$ cat config.mk
export PLATFORM = sky130hd
export DESIGN_NAME = temporal_encoder_flat
export DESIGN_NICKNAME = d
export VERILOG_FILES = /design/src/rtl/temporal_encoder_pkg.sv /design/src/rtl/temporal_encoder_if.sv /design/src/rtl/temporal_encoder_hv_rotate.sv /design/src/rtl/temporal_encoder.sv /design/src/flat_wrapper.sv
export SDC_FILE = /design/constraint.sdc
export NUM_CORES = 1
export LEC_CHECK = 0
export CELL_PAD_IN_SITES_DETAIL_PLACEMENT = 1
export CELL_PAD_IN_SITES_GLOBAL_PLACEMENT = 2
export CORE_MARGIN = 4
export CORE_UTILIZATION = 35
export CTS_CLUSTER_SIZE = 16
export DETAILED_ROUTE_END_ITERATION = 6
export GPL_ROUTABILITY_DRIVEN = 0
export GPL_TIMING_DRIVEN = 0
export PLACE_DENSITY_LB_ADDON = 0.1
export SETUP_SLACK_MARGIN = 0.05
export SKIP_CTS_REPAIR_TIMING = 1
export SYNTH_ARGS = -nofsm -noshare
export SYNTH_HDL_FRONTEND = slang
export SYNTH_SLANG_ARGS = --single-unit
$ cat constraint.sdc
create_clock -name CLK_CI -period 5.3 [get_ports CLK_CI]
set_input_delay 1.06 -clock CLK_CI [delete_from_list [all_inputs] [get_ports CLK_CI]]
set_output_delay 1.06 -clock CLK_CI [all_outputs]
set_load 0.02 [all_outputs]
$ cat src/rtl/temporal_encoder_pkg.sv
// Shared definitions for the temporal encoder and the associative memory stage:
// mode encodings, encoder FSM states and default widths.
package temporal_encoder_pkg;

    localparam int unsigned HV_DIMENSION_DEFAULT = 8;
    localparam int unsigned LABEL_WIDTH_DEFAULT  = 8;
    localparam int unsigned NGRAM_SIZE_DEFAULT   = 3;
    localparam int unsigned MODE_WIDTH           = 2;

    typedef enum logic [MODE_WIDTH-1:0] {
        MODE_TRAIN   = 2'd0,
        MODE_PREDICT = 2'd1
    } modeT;

    typedef enum logic {
        STATE_IDLE          = 1'b0,
        STATE_OUTPUT_STABLE = 1'b1
    } stateT;

endpackage

$ cat src/rtl/temporal_encoder_if.sv
// Sample stream into the encoder and n-gram stream out of it.
// master = surrounding pipeline, slave = encoder.
interface temporal_encoder_if
    import temporal_encoder_pkg::*;
#(
    parameter int unsigned HV_DIMENSION = HV_DIMENSION_DEFAULT,
    parameter int unsigned LABEL_WIDTH  = LABEL_WIDTH_DEFAULT
);
    logic                    ValidIn_SI;
    logic                    ReadyOut_SO;
    logic [0:HV_DIMENSION-1] HypervectorIn_DI;
    logic [MODE_WIDTH-1:0]   ModeIn_SI;
    logic [LABEL_WIDTH-1:0]  LabelIn_DI;

    logic                    ValidOut_SO;
    logic                    ReadyIn_SI;
    logic [0:HV_DIMENSION-1] HypervectorOut_DO;
    logic [MODE_WIDTH-1:0]   ModeOut_SO;
    logic [LABEL_WIDTH-1:0]  LabelOut_DO;

    modport master (
        output ValidIn_SI, HypervectorIn_DI, ModeIn_SI, LabelIn_DI, ReadyIn_SI,
        input  ReadyOut_SO, ValidOut_SO, HypervectorOut_DO, ModeOut_SO, LabelOut_DO
    );

    modport slave (
        input  ValidIn_SI, HypervectorIn_DI, ModeIn_SI, LabelIn_DI, ReadyIn_SI,
        output ReadyOut_SO, ValidOut_SO, HypervectorOut_DO, ModeOut_SO, LabelOut_DO
    );

endinterface

$ cat src/rtl/temporal_encoder_hv_rotate.sv
// Combinational circular shift of a hypervector by AMOUNT positions toward
// higher index (bit i lands on bit i+AMOUNT, wrapping past the last bit).
module hv_rotate
    import temporal_encoder_pkg::*;
#(
    parameter int unsigned HV_DIMENSION = HV_DIMENSION_DEFAULT,
    parameter int unsigned AMOUNT       = 1
) (
    input  logic [0:HV_DIMENSION-1] VectorIn_DI,
    output logic [0:HV_DIMENSION-1] VectorOut_DO
);

    for (genvar i = 0; i < HV_DIMENSION; i++) begin : gRot
        assign VectorOut_DO[(i + AMOUNT) % HV_DIMENSION] = VectorIn_DI[i];
    end

endmodule

$ cat src/rtl/temporal_encoder.sv
// Sliding-window n-gram encoder: binds the last NGRAM_SIZE spatial hypervectors
// with per-age rotation and XOR, emitting one n-gram per accepted sample.
module temporal_encoder
    import temporal_encoder_pkg::*;
#(
    parameter int unsigned HV_DIMENSION = HV_DIMENSION_DEFAULT,
    parameter int unsigned NGRAM_SIZE   = NGRAM_SIZE_DEFAULT,
    parameter int unsigned LABEL_WIDTH  = LABEL_WIDTH_DEFAULT
) (
    input logic              CLK_CI,
    input logic              Reset_RI,
    temporal_encoder_if.slave encBus
);

    localparam int unsigned FILL_WIDTH = $clog2(NGRAM_SIZE + 1);

    stateT                   stateQ;
    logic                    readyQ;
    logic                    validQ;
    logic [0:HV_DIMENSION-1] hvOutQ;
    logic [MODE_WIDTH-1:0]   modeOutQ;
    logic [LABEL_WIDTH-1:0]  labelOutQ;

    logic [0:HV_DIMENSION-1] historyQ    [NGRAM_SIZE];
    logic [0:HV_DIMENSION-1] historyNext [NGRAM_SIZE];
    logic [0:HV_DIMENSION-1] rotated     [NGRAM_SIZE];
    logic [0:HV_DIMENSION-1] ngram;
    logic [FILL_WIDTH-1:0]   fillCountQ;
    logic [FILL_WIDTH-1:0]   fillNext;
    logic [MODE_WIDTH-1:0]   lastModeQ;
    logic [LABEL_WIDTH-1:0]  lastLabelQ;
    logic                    accept;
    logic                    flush;

    assign accept = encBus.ValidIn_SI & readyQ;
    assign flush  = (encBus.ModeIn_SI != lastModeQ) || (encBus.LabelIn_DI != lastLabelQ);

    // History as it will look after this sample is shifted in; a mode/label
    // change restarts the window with the new sample as its only entry.
    always_comb begin
        historyNext[0] = encBus.HypervectorIn_DI;
        for (int k = 1; k < NGRAM_SIZE; k++) begin
            historyNext[k] = flush ? '0 : historyQ[k-1];
        end
        if (flush) begin
            fillNext = FILL_WIDTH'(1);
        end else if (fillCountQ == FILL_WIDTH'(NGRAM_SIZE)) begin
            fillNext = fillCountQ;
        end else begin
            fillNext = fillCountQ + FILL_WIDTH'(1);
        end
    end

    for (genvar k = 0; k < NGRAM_SIZE; k++) begin : gSlot
        hv_rotate #(
            .HV_DIMENSION(HV_DIMENSION),
            .AMOUNT      (k)
        ) uRotate (
            .VectorIn_DI (historyNext[k]),
            .VectorOut_DO(rotated[k])
        );
    end

    always_comb begin
        ngram = '0;
        for (int k = 0; k < NGRAM_SIZE; k++) begin
            ngram = ngram ^ rotated[k];
        end
    end

    // Handshake FSM; ready/valid come straight from flops so ReadyIn_SI never
    // reaches ReadyOut_SO within a cycle.
    always_ff @(posedge CLK_CI or posedge Reset_RI) begin
        if (Reset_RI) begin
            stateQ     <= STATE_IDLE;
            readyQ     <= 1'b1;
            validQ     <= 1'b0;
            hvOutQ     <= '0;
            modeOutQ   <= '0;
            labelOutQ  <= '0;
            fillCountQ <= '0;
            lastModeQ  <= '0;
            lastLabelQ <= '0;
            for (int k = 0; k < NGRAM_SIZE; k++) begin
                historyQ[k] <= '0;
            end
        end else begin
            case (stateQ)
                STATE_IDLE: begin
                    if (accept) begin
                        for (int k = 0; k < NGRAM_SIZE; k++) begin
                            historyQ[k] <= historyNext[k];
                        end
                        fillCountQ <= fillNext;
                        lastModeQ  <= encBus.ModeIn_SI;
                        lastLabelQ <= encBus.LabelIn_DI;
                        if (fillNext == FILL_WIDTH'(NGRAM_SIZE)) begin
                            hvOutQ    <= ngram;
                            modeOutQ  <= encBus.ModeIn_SI;
                            labelOutQ <= encBus.LabelIn_DI;
                            stateQ    <= STATE_OUTPUT_STABLE;
                            readyQ    <= 1'b0;
                            validQ    <= 1'b1;
                        end
                    end
                end
                STATE_OUTPUT_STABLE: begin
                    if (encBus.ReadyIn_SI) begin
                        stateQ <= STATE_IDLE;
                        readyQ <= 1'b1;
                        validQ <= 1'b0;
                    end
                end
                default: begin
                    stateQ <= STATE_IDLE;
                    readyQ <= 1'b1;
                    validQ <= 1'b0;
                end
            endcase
        end
    end

    assign encBus.ReadyOut_SO       = readyQ;
    assign encBus.ValidOut_SO       = validQ;
    assign encBus.HypervectorOut_DO = hvOutQ;
    assign encBus.ModeOut_SO        = modeOutQ;
    assign encBus.LabelOut_DO       = labelOutQ;

endmodule

$ cat src/flat_wrapper.sv
// flat-port wrapper written by rule: the top's interface ports become plain ports
module temporal_encoder_flat import temporal_encoder_pkg::*;
#(
    parameter int unsigned HV_DIMENSION = HV_DIMENSION_DEFAULT,
    parameter int unsigned NGRAM_SIZE   = NGRAM_SIZE_DEFAULT,
    parameter int unsigned LABEL_WIDTH  = LABEL_WIDTH_DEFAULT
)
  (CLK_CI, Reset_RI, encBus_ValidIn_SI, encBus_HypervectorIn_DI, encBus_ModeIn_SI, encBus_LabelIn_DI, encBus_ReadyIn_SI, encBus_ReadyOut_SO, encBus_ValidOut_SO, encBus_HypervectorOut_DO, encBus_ModeOut_SO, encBus_LabelOut_DO);
  temporal_encoder_if #(.HV_DIMENSION(HV_DIMENSION), .LABEL_WIDTH(LABEL_WIDTH)) encBus_i ();
  input logic CLK_CI;
  input logic Reset_RI;
  input wire logic [$bits(encBus_i.ValidIn_SI)-1:0] encBus_ValidIn_SI;
  input wire logic [$bits(encBus_i.HypervectorIn_DI)-1:0] encBus_HypervectorIn_DI;
  input wire logic [$bits(encBus_i.ModeIn_SI)-1:0] encBus_ModeIn_SI;
  input wire logic [$bits(encBus_i.LabelIn_DI)-1:0] encBus_LabelIn_DI;
  input wire logic [$bits(encBus_i.ReadyIn_SI)-1:0] encBus_ReadyIn_SI;
  output wire logic [$bits(encBus_i.ReadyOut_SO)-1:0] encBus_ReadyOut_SO;
  output wire logic [$bits(encBus_i.ValidOut_SO)-1:0] encBus_ValidOut_SO;
  output wire logic [$bits(encBus_i.HypervectorOut_DO)-1:0] encBus_HypervectorOut_DO;
  output wire logic [$bits(encBus_i.ModeOut_SO)-1:0] encBus_ModeOut_SO;
  output wire logic [$bits(encBus_i.LabelOut_DO)-1:0] encBus_LabelOut_DO;
  assign encBus_i.ValidIn_SI = encBus_ValidIn_SI;
  assign encBus_i.HypervectorIn_DI = encBus_HypervectorIn_DI;
  assign encBus_i.ModeIn_SI = encBus_ModeIn_SI;
  assign encBus_i.LabelIn_DI = encBus_LabelIn_DI;
  assign encBus_i.ReadyIn_SI = encBus_ReadyIn_SI;
  assign encBus_ReadyOut_SO = encBus_i.ReadyOut_SO;
  assign encBus_ValidOut_SO = encBus_i.ValidOut_SO;
  assign encBus_HypervectorOut_DO = encBus_i.HypervectorOut_DO;
  assign encBus_ModeOut_SO = encBus_i.ModeOut_SO;
  assign encBus_LabelOut_DO = encBus_i.LabelOut_DO;
  temporal_encoder #(.HV_DIMENSION(HV_DIMENSION), .NGRAM_SIZE(NGRAM_SIZE), .LABEL_WIDTH(LABEL_WIDTH)) u_core (.CLK_CI(CLK_CI), .Reset_RI(Reset_RI), .encBus(encBus_i));
endmodule
==> impl_metrics.py, run 1 <==
metrics = {
    "status": {
        "status": "finished clean",
    },
    "yosys": {
        "ys_ff_latch": 49,
        "avgSynthCellArea_um2": 11.3,
        "synth-async-reset-ratio_pct": 100,
        "syn_nets": 212,
        "synth_edf_count": 0,
        "yosys_most_used_dff": "dfrtp_1",
        "syn_area_um2": 2150,
        "yosysUniqueCellTypes": 21,
        "synthCells": 190,
        "ys_warn_count": 0,
        "seq_area_frac_synth_pct": 57.0,
    },
    "clock_tree": {
        "numCtsBuffers": 5,
        "cts_tree": "built",
        "clockBufferDepth": 2,
        "h-tree-depth": 2,
        "clk_pin_slew_ps": 90,
        "cts_root_buf": "clkbuf_8",
        "cts.sinks": 49,
        "clkLatencyLatePin_ps": 300,
    },
    "critical_path": {
        "critical_path.startpoint": "encBus_ModeIn_SI[0]",
        "worstPathArrival_ps": 2960,
        "cp.required_ps": 5490,
        "critical_path_class": "in2reg",
        "path_delay_family": "buffers and inverters",
        "worst-r2r-cell-count": 5,
        "path_buf_inv": 2,
        "cp_slowest_cell": "clkdlybuf4s50_1",
        "timing.rr.start": "u_core.encBus.ReadyOut_SO",
        "reg2reg_slack_ps": 3340,
        "crit_path_end_kind": "register",
        "critPathMaxStageDelay_ps": 530,
        "cp-endpoint": "u_core.encBus.LabelOut_DO[7]",
        "cp_max_fo": 10,
        "cp_cell_sequence": "clkdlybuf4s50_1, xnor2_1, nand4_1, nor4_4, buf_6, mux2_2",
        "startpoint_type": "primary input",
        "worstSetupPathDepth": 6,
        "r2r-end": "u_core.fillCountQ[0]",
    },
    "final_layout": {
        "fill_cells": 668,
        "nets": 261,
        "mostFrequentLayoutCells": "57 x nand2_1, 48 x dfrtp_1, 41 x clkdlybuf4s50_1, 26 x xnor2_1, 17 x mux2_2",
        "num_antenna_cells": 0,
        "layout-drive-gt1-share_pct": 17.1,
        "fin_util_pct": 46.8,
        "syn2layout_area_growth_pct": 29.4,
        "final_common_cell": "nand2_1",
    },
    "detailed_routing": {
        "dr.pass1.iters": 4,
        "viasPerCell": 4.83,
        "drtAntennaViolNets": 0,
        "drt-wirelength-per-cell_um": 15.7,
        "drtIter0Drc": 77,
        "vias": 1522,
        "drc": 0,
        "routed_wl_um": 4940,
    },
    "global_route": {
        "grtUsageTotal_pct": 14.9,
        "antenna_found_initial": 0,
        "grt_pass1_wl_um": 8530,
        "grt_pass1_vias": 1697,
        "overflow": 0,
        "grt_max_degree": 27,
    },
    "timing": {
        "holdWs_ps": 483,
        "finalSetupViolations": 0,
        "slew_violations": 0,
        "finalCritPeriodShare_pct": 52.3,
        "tightest_slew_ps": 722,
        "hold_viol": 0,
        "final.setup.tns_ps": 0,
        "rsz0062_at_grt": "false",
        "fin_crit_ps": 2770,
        "max-slew-margin-rel_pct": 51.6,
        "clock_skew_ps": 6.23,
        "clock.fmax_ghz": 0.361,
    },
    "run": {
        "maxCapViolations": 0,
    },
    "power_and_ir_drop": {
        "p_leak_nw": 1.33,
        "ir_worst_vdd_v": 0.0000975,
        "p_per_area_nw_per_um2": 236,
    },
    "floorplanning": {
        "start_util_pct": 36.2,
        "die_h_um": 86.4,
        "core_um2": 5960,
        "ios": 42,
        "die_w_um": 86.4,
        "rows": 28,
        "die_area_um2": 7470,
    },
    "placement": {
        "dp_hpwl_um": 3550,
        "io_buffers": 41,
    },
    "min_path": {
        "worstHoldPathType": "reg2reg",
    },
}
cell families after synthesis:
family          count (synthesis)  synth area share, %
compound gates                 14                 5.17
xor+xnor                       26                 10.6
buf+inv                         9                 2.27
flops                          49                 57.0
mux                            18                 9.41
simple gates                   74                 15.6
layer usage:
metal / share of wire [%] / vias up / global-route usage, %
met2: 50 / 28 / 25.9
met1: 45 / 773 / 18.5
met3: 3.8 / 6 / 3.42
met4: 1.1 / 0 / 3.82
met5: 0 / - / 0
li1: - / 715 / -
how the worst min path moves through the flow:
stage	startpoint	to	slack (ps)	cells after the start
after floorplan	u_core.fillCountQ[0]	u_core.fillCountQ[0]	450	1
after global placement	u_core.encBus.ValidOut_SO	u_core.encBus.ValidOut_SO	460	1
after detailed placement	u_core.encBus.ValidOut_SO	u_core.encBus.ValidOut_SO	470	1
after CTS	u_core.encBus.ValidOut_SO	u_core.encBus.ValidOut_SO	490	1
after global routing	u_core.fillCountQ[0]	u_core.fillCountQ[0]	520	1
final	u_core.encBus.ValidOut_SO	u_core.encBus.ValidOut_SO	480	1
final cells by class:
type                    instances  area (um2)  share of cell area [%]
clock buffers                   7        96.3                    3.46
inverters                       2        7.51                   0.269
multi-input cells             132         877                    31.5
well taps                      75        93.8                    3.37
plain buffers                   7        41.3                    1.48
clock inverters                 1        5.00                   0.180
repair buffers                 42         438                    15.7
flip-flops and latches         49        1230                    44.1
where the power goes:
part	leakage, nW	internal, mW	total [mW]	switching [mW]
clock	0.0542	0.118	0.245	0.127
sequential	0.681	0.374	0.374	0
combinational	0.592	0.0212	0.0390	0.0178
sequential cells by signal, indices dropped and copies added (netlist names):
register and flops:
u_core.encBus.HypervectorOut_DO 8, u_core.encBus.LabelOut_DO 8, u_core.encBus.ValidOut_SO 1, u_core.encBus.ModeOut_SO 2
u_core.lastLabelQ 8, u_core.fillCountQ 2, u_core.encBus.ReadyOut_SO 1, u_core.historyQ 16
u_core.lastModeQ 2, u_core.stateQ 1
through the flow:
step           cells  power [mW]  cell area [um2]  setup slack (ps)
2_1_floorplan    190       0.395             2150              2930
3_3_place_gp     306       0.417             2660              2090
3_5_place_dp     307       0.421             2690              2180
4_1_cts          315       0.669             2790              2510
5_1_grt          315       0.694             2790              2440
6_report         315       0.658             2790              2530
synth_stat cells, drive strengths merged (2+ instances only):
cell type | count | area share (%)
a21o | 2 | 0.70
a21oi | 2 | 0.46
nand2 | 57 | 9.9
nor2 | 3 | 0.52
xnor2 | 26 | 11
dfrtp | 48 | 56
buf | 2 | 1.0
and2 | 8 | 2.3
a31o | 8 | 3.3
mux2 | 18 | 9.4
nand4 | 2 | 0.58
clkbuf | 5 | 0.87
inv | 2 | 0.35
Note: power is estimated with default switching activity, not from simulation.
==> run 2, diff against run 1 <==
--- a/config.mk
+++ b/config.mk
@@ -8,7 +8,7 @@
 export CELL_PAD_IN_SITES_DETAIL_PLACEMENT = 1
 export CELL_PAD_IN_SITES_GLOBAL_PLACEMENT = 2
 export CORE_MARGIN = 4
-export CORE_UTILIZATION = 35
+export CORE_UTILIZATION = 30
 export CTS_CLUSTER_SIZE = 16
 export DETAILED_ROUTE_END_ITERATION = 6
 export GPL_ROUTABILITY_DRIVEN = 0
==> constraint.sdc (replaced) <==
create_clock -name CLK_CI -period 2.45 [get_ports CLK_CI]
set_input_delay 0.49 -clock CLK_CI [delete_from_list [all_inputs] [get_ports CLK_CI]]
set_output_delay 0.49 -clock CLK_CI [all_outputs]
set_load 0.02 [all_outputs]
==> run 2 against run 1 <==
Clock power grew 90%. Flip-flop and latch count stayed put. Non-clock buffer count did not move. Combinational power rose by 110%. Global-route usage down 2.4 points. Critical path type unchanged. Highest routed layer unchanged.
==> impl_metrics.py, run 2 (synthesis results as in run 1) <==
metrics = {
    "global_route": {
        "grt_pass1_wl_um": 8470,
        "overflow": 0,
        "antenna_found_initial": 0,
        "grt_pass1_vias": 1708,
        "grtUsageTotal_pct": 12.4,
        "grt_max_degree": 31,
    },
    "timing": {
        "worst_slack_ps": 278,
        "rsz0062_at_grt": "false",
        "finalCritPeriodShare_pct": 88.6,
        "tightest_slew_ps": 706,
        "finalSetupViolations": 0,
        "clock.fmax_ghz": 0.460,
        "max-slew-margin-rel_pct": 52.7,
        "slew_violations": 0,
        "clock_skew_ps": 7.41,
        "hold_viol": 0,
        "fin_crit_ps": 2170,
    },
    "placement": {
        "io_buffers": 41,
        "dp_hpwl_um": 3560,
        "dp_slack_ps": -87.1,
        "placed_cells": 328,
        "placed_area_um2": 2700,
    },
    "final_layout": {
        "syn2layout_area_growth_pct": 29.4,
        "stdcell_area_um2": 2790,
        "layout-drive-gt1-share_pct": 16.7,
        "largest_reg_flops": 16,
        "fin_cells": 336,
        "mostFrequentLayoutCells": "57 x nand2_1, 48 x dfrtp_1, 41 x clkdlybuf4s50_1, 26 x xnor2_1, 17 x mux2_2",
        "final_common_cell": "nand2_1",
        "nets": 261,
        "num_antenna_cells": 0,
        "regMostFlops": "u_core.historyQ",
    },
    "floorplanning": {
        "die_area_um2": 8600,
        "die_h_um": 92.7,
        "die_w_um": 92.7,
        "start_util_pct": 31.3,
        "ios": 42,
        "rows": 30,
        "core_um2": 6870,
    },
    "detailed_routing": {
        "drt-wirelength-per-cell_um": 14.7,
        "viasPerCell": 4.43,
        "routed_wl_um": 4950,
        "drtAntennaViolNets": 0,
        "vias": 1489,
        "drtIter0Drc": 39,
        "dr.pass1.iters": 2,
        "drc": 0,
    },
    "clock_tree": {
        "cts.sinks": 49,
        "h-tree-depth": 2,
        "clk_pin_slew_ps": 90,
        "clockBufferDepth": 2,
        "cts_root_buf": "clkbuf_8",
        "clkLatencyLatePin_ps": 300,
        "numCtsBuffers": 5,
        "cts_tree": "built",
    },
    "power_and_ir_drop": {
        "p_leak_nw": 1.31,
        "ir_worst_vdd_v": 0.000197,
        "power_mw": 1.36,
        "p_per_area_nw_per_um2": 487,
    },
    "critical_path": {
        "worstPathArrival_ps": 2360,
        "critical_path_class": "in2reg",
        "crit_path_end_kind": "register",
        "cp_max_fo": 10,
        "startpoint_type": "primary input",
        "cp.required_ps": 2640,
    },
    "run": {
        "maxCapViolations": 0,
    },
    "min_path": {
        "worstHoldPathType": "reg2reg",
    },
    "status": {
        "status": "finished clean",
    },
}
[run 2: changes by cell type in the layout (fill, tap and decap cells not counted), sizes merged]
cell / before / now
clkbuf: 12 / 11
clkinv: 1 / 2
[run 2: cell type report]
cell class                 instances  area [um2]
clock buffer                       6        72.6
multi-input combinational        132         877
tap                               96         120
inverter                           2        7.51
timing repair buffer              42         430
fill                             756        4080
sequential                        49        1230
buffer                             7        41.3
clock inverter                     2        10.0
[run 2: routing by layer]
metal | global-route usage (%) | up-vias | share of wire [%]
met5 | 0 | - | 0
met4 | 3.42 | 0 | 1.4
met3 | 3.25 | 7 | 3.9
met2 | 21.7 | 31 | 49
met1 | 15.2 | 734 | 46
li1 | - | 717 | -
[run 2: worst paths after layout]
kind                                      startpoint                                  to  slack, ps  depth (start not counted)
hold reg to reg            u_core.encBus.ValidOut_SO           u_core.encBus.ValidOut_SO        490                          1
setup reg to reg           u_core.encBus.ReadyOut_SO                 u_core.lastModeQ[0]        510                          5
hold / removal             u_core.encBus.ValidOut_SO           u_core.encBus.ValidOut_SO        490                          1
max in group asynchronous                   Reset_RI           u_core.encBus.ReadyOut_SO       1340                          3
setup / recovery                encBus_LabelIn_DI[6]  u_core.encBus.HypervectorOut_DO[2]        280                          6
min in group asynchronous                   Reset_RI                u_core.lastLabelQ[2]        520                          2
[run 2: through the flow]
step | hold slack (ps) | setup TNS, ps | utilization, %
after global routing | 515 | 0 | 40.6
after floorplan | 449 | 0 | -
after detailed placement | 476 | -1300 | 39.4
final | 486 | 0 | 40.6
after CTS | 493 | 0 | 40.6
after global placement | 457 | -10750 | 39.1
[run 2: power breakdown]
part | internal, mW | switching, mW
combinational | 0.0446 | 0.0387
clock | 0.199 | 0.267
sequential | 0.808 | 0
total | 1.05 | 0.306
[run 2: critical path: stages]
cell and delay [ps]:
clkdlybuf4s50_1 520, xnor2_1 150, nand4_1 210, nor4_4 420, buf_6 210, mux2_2 340
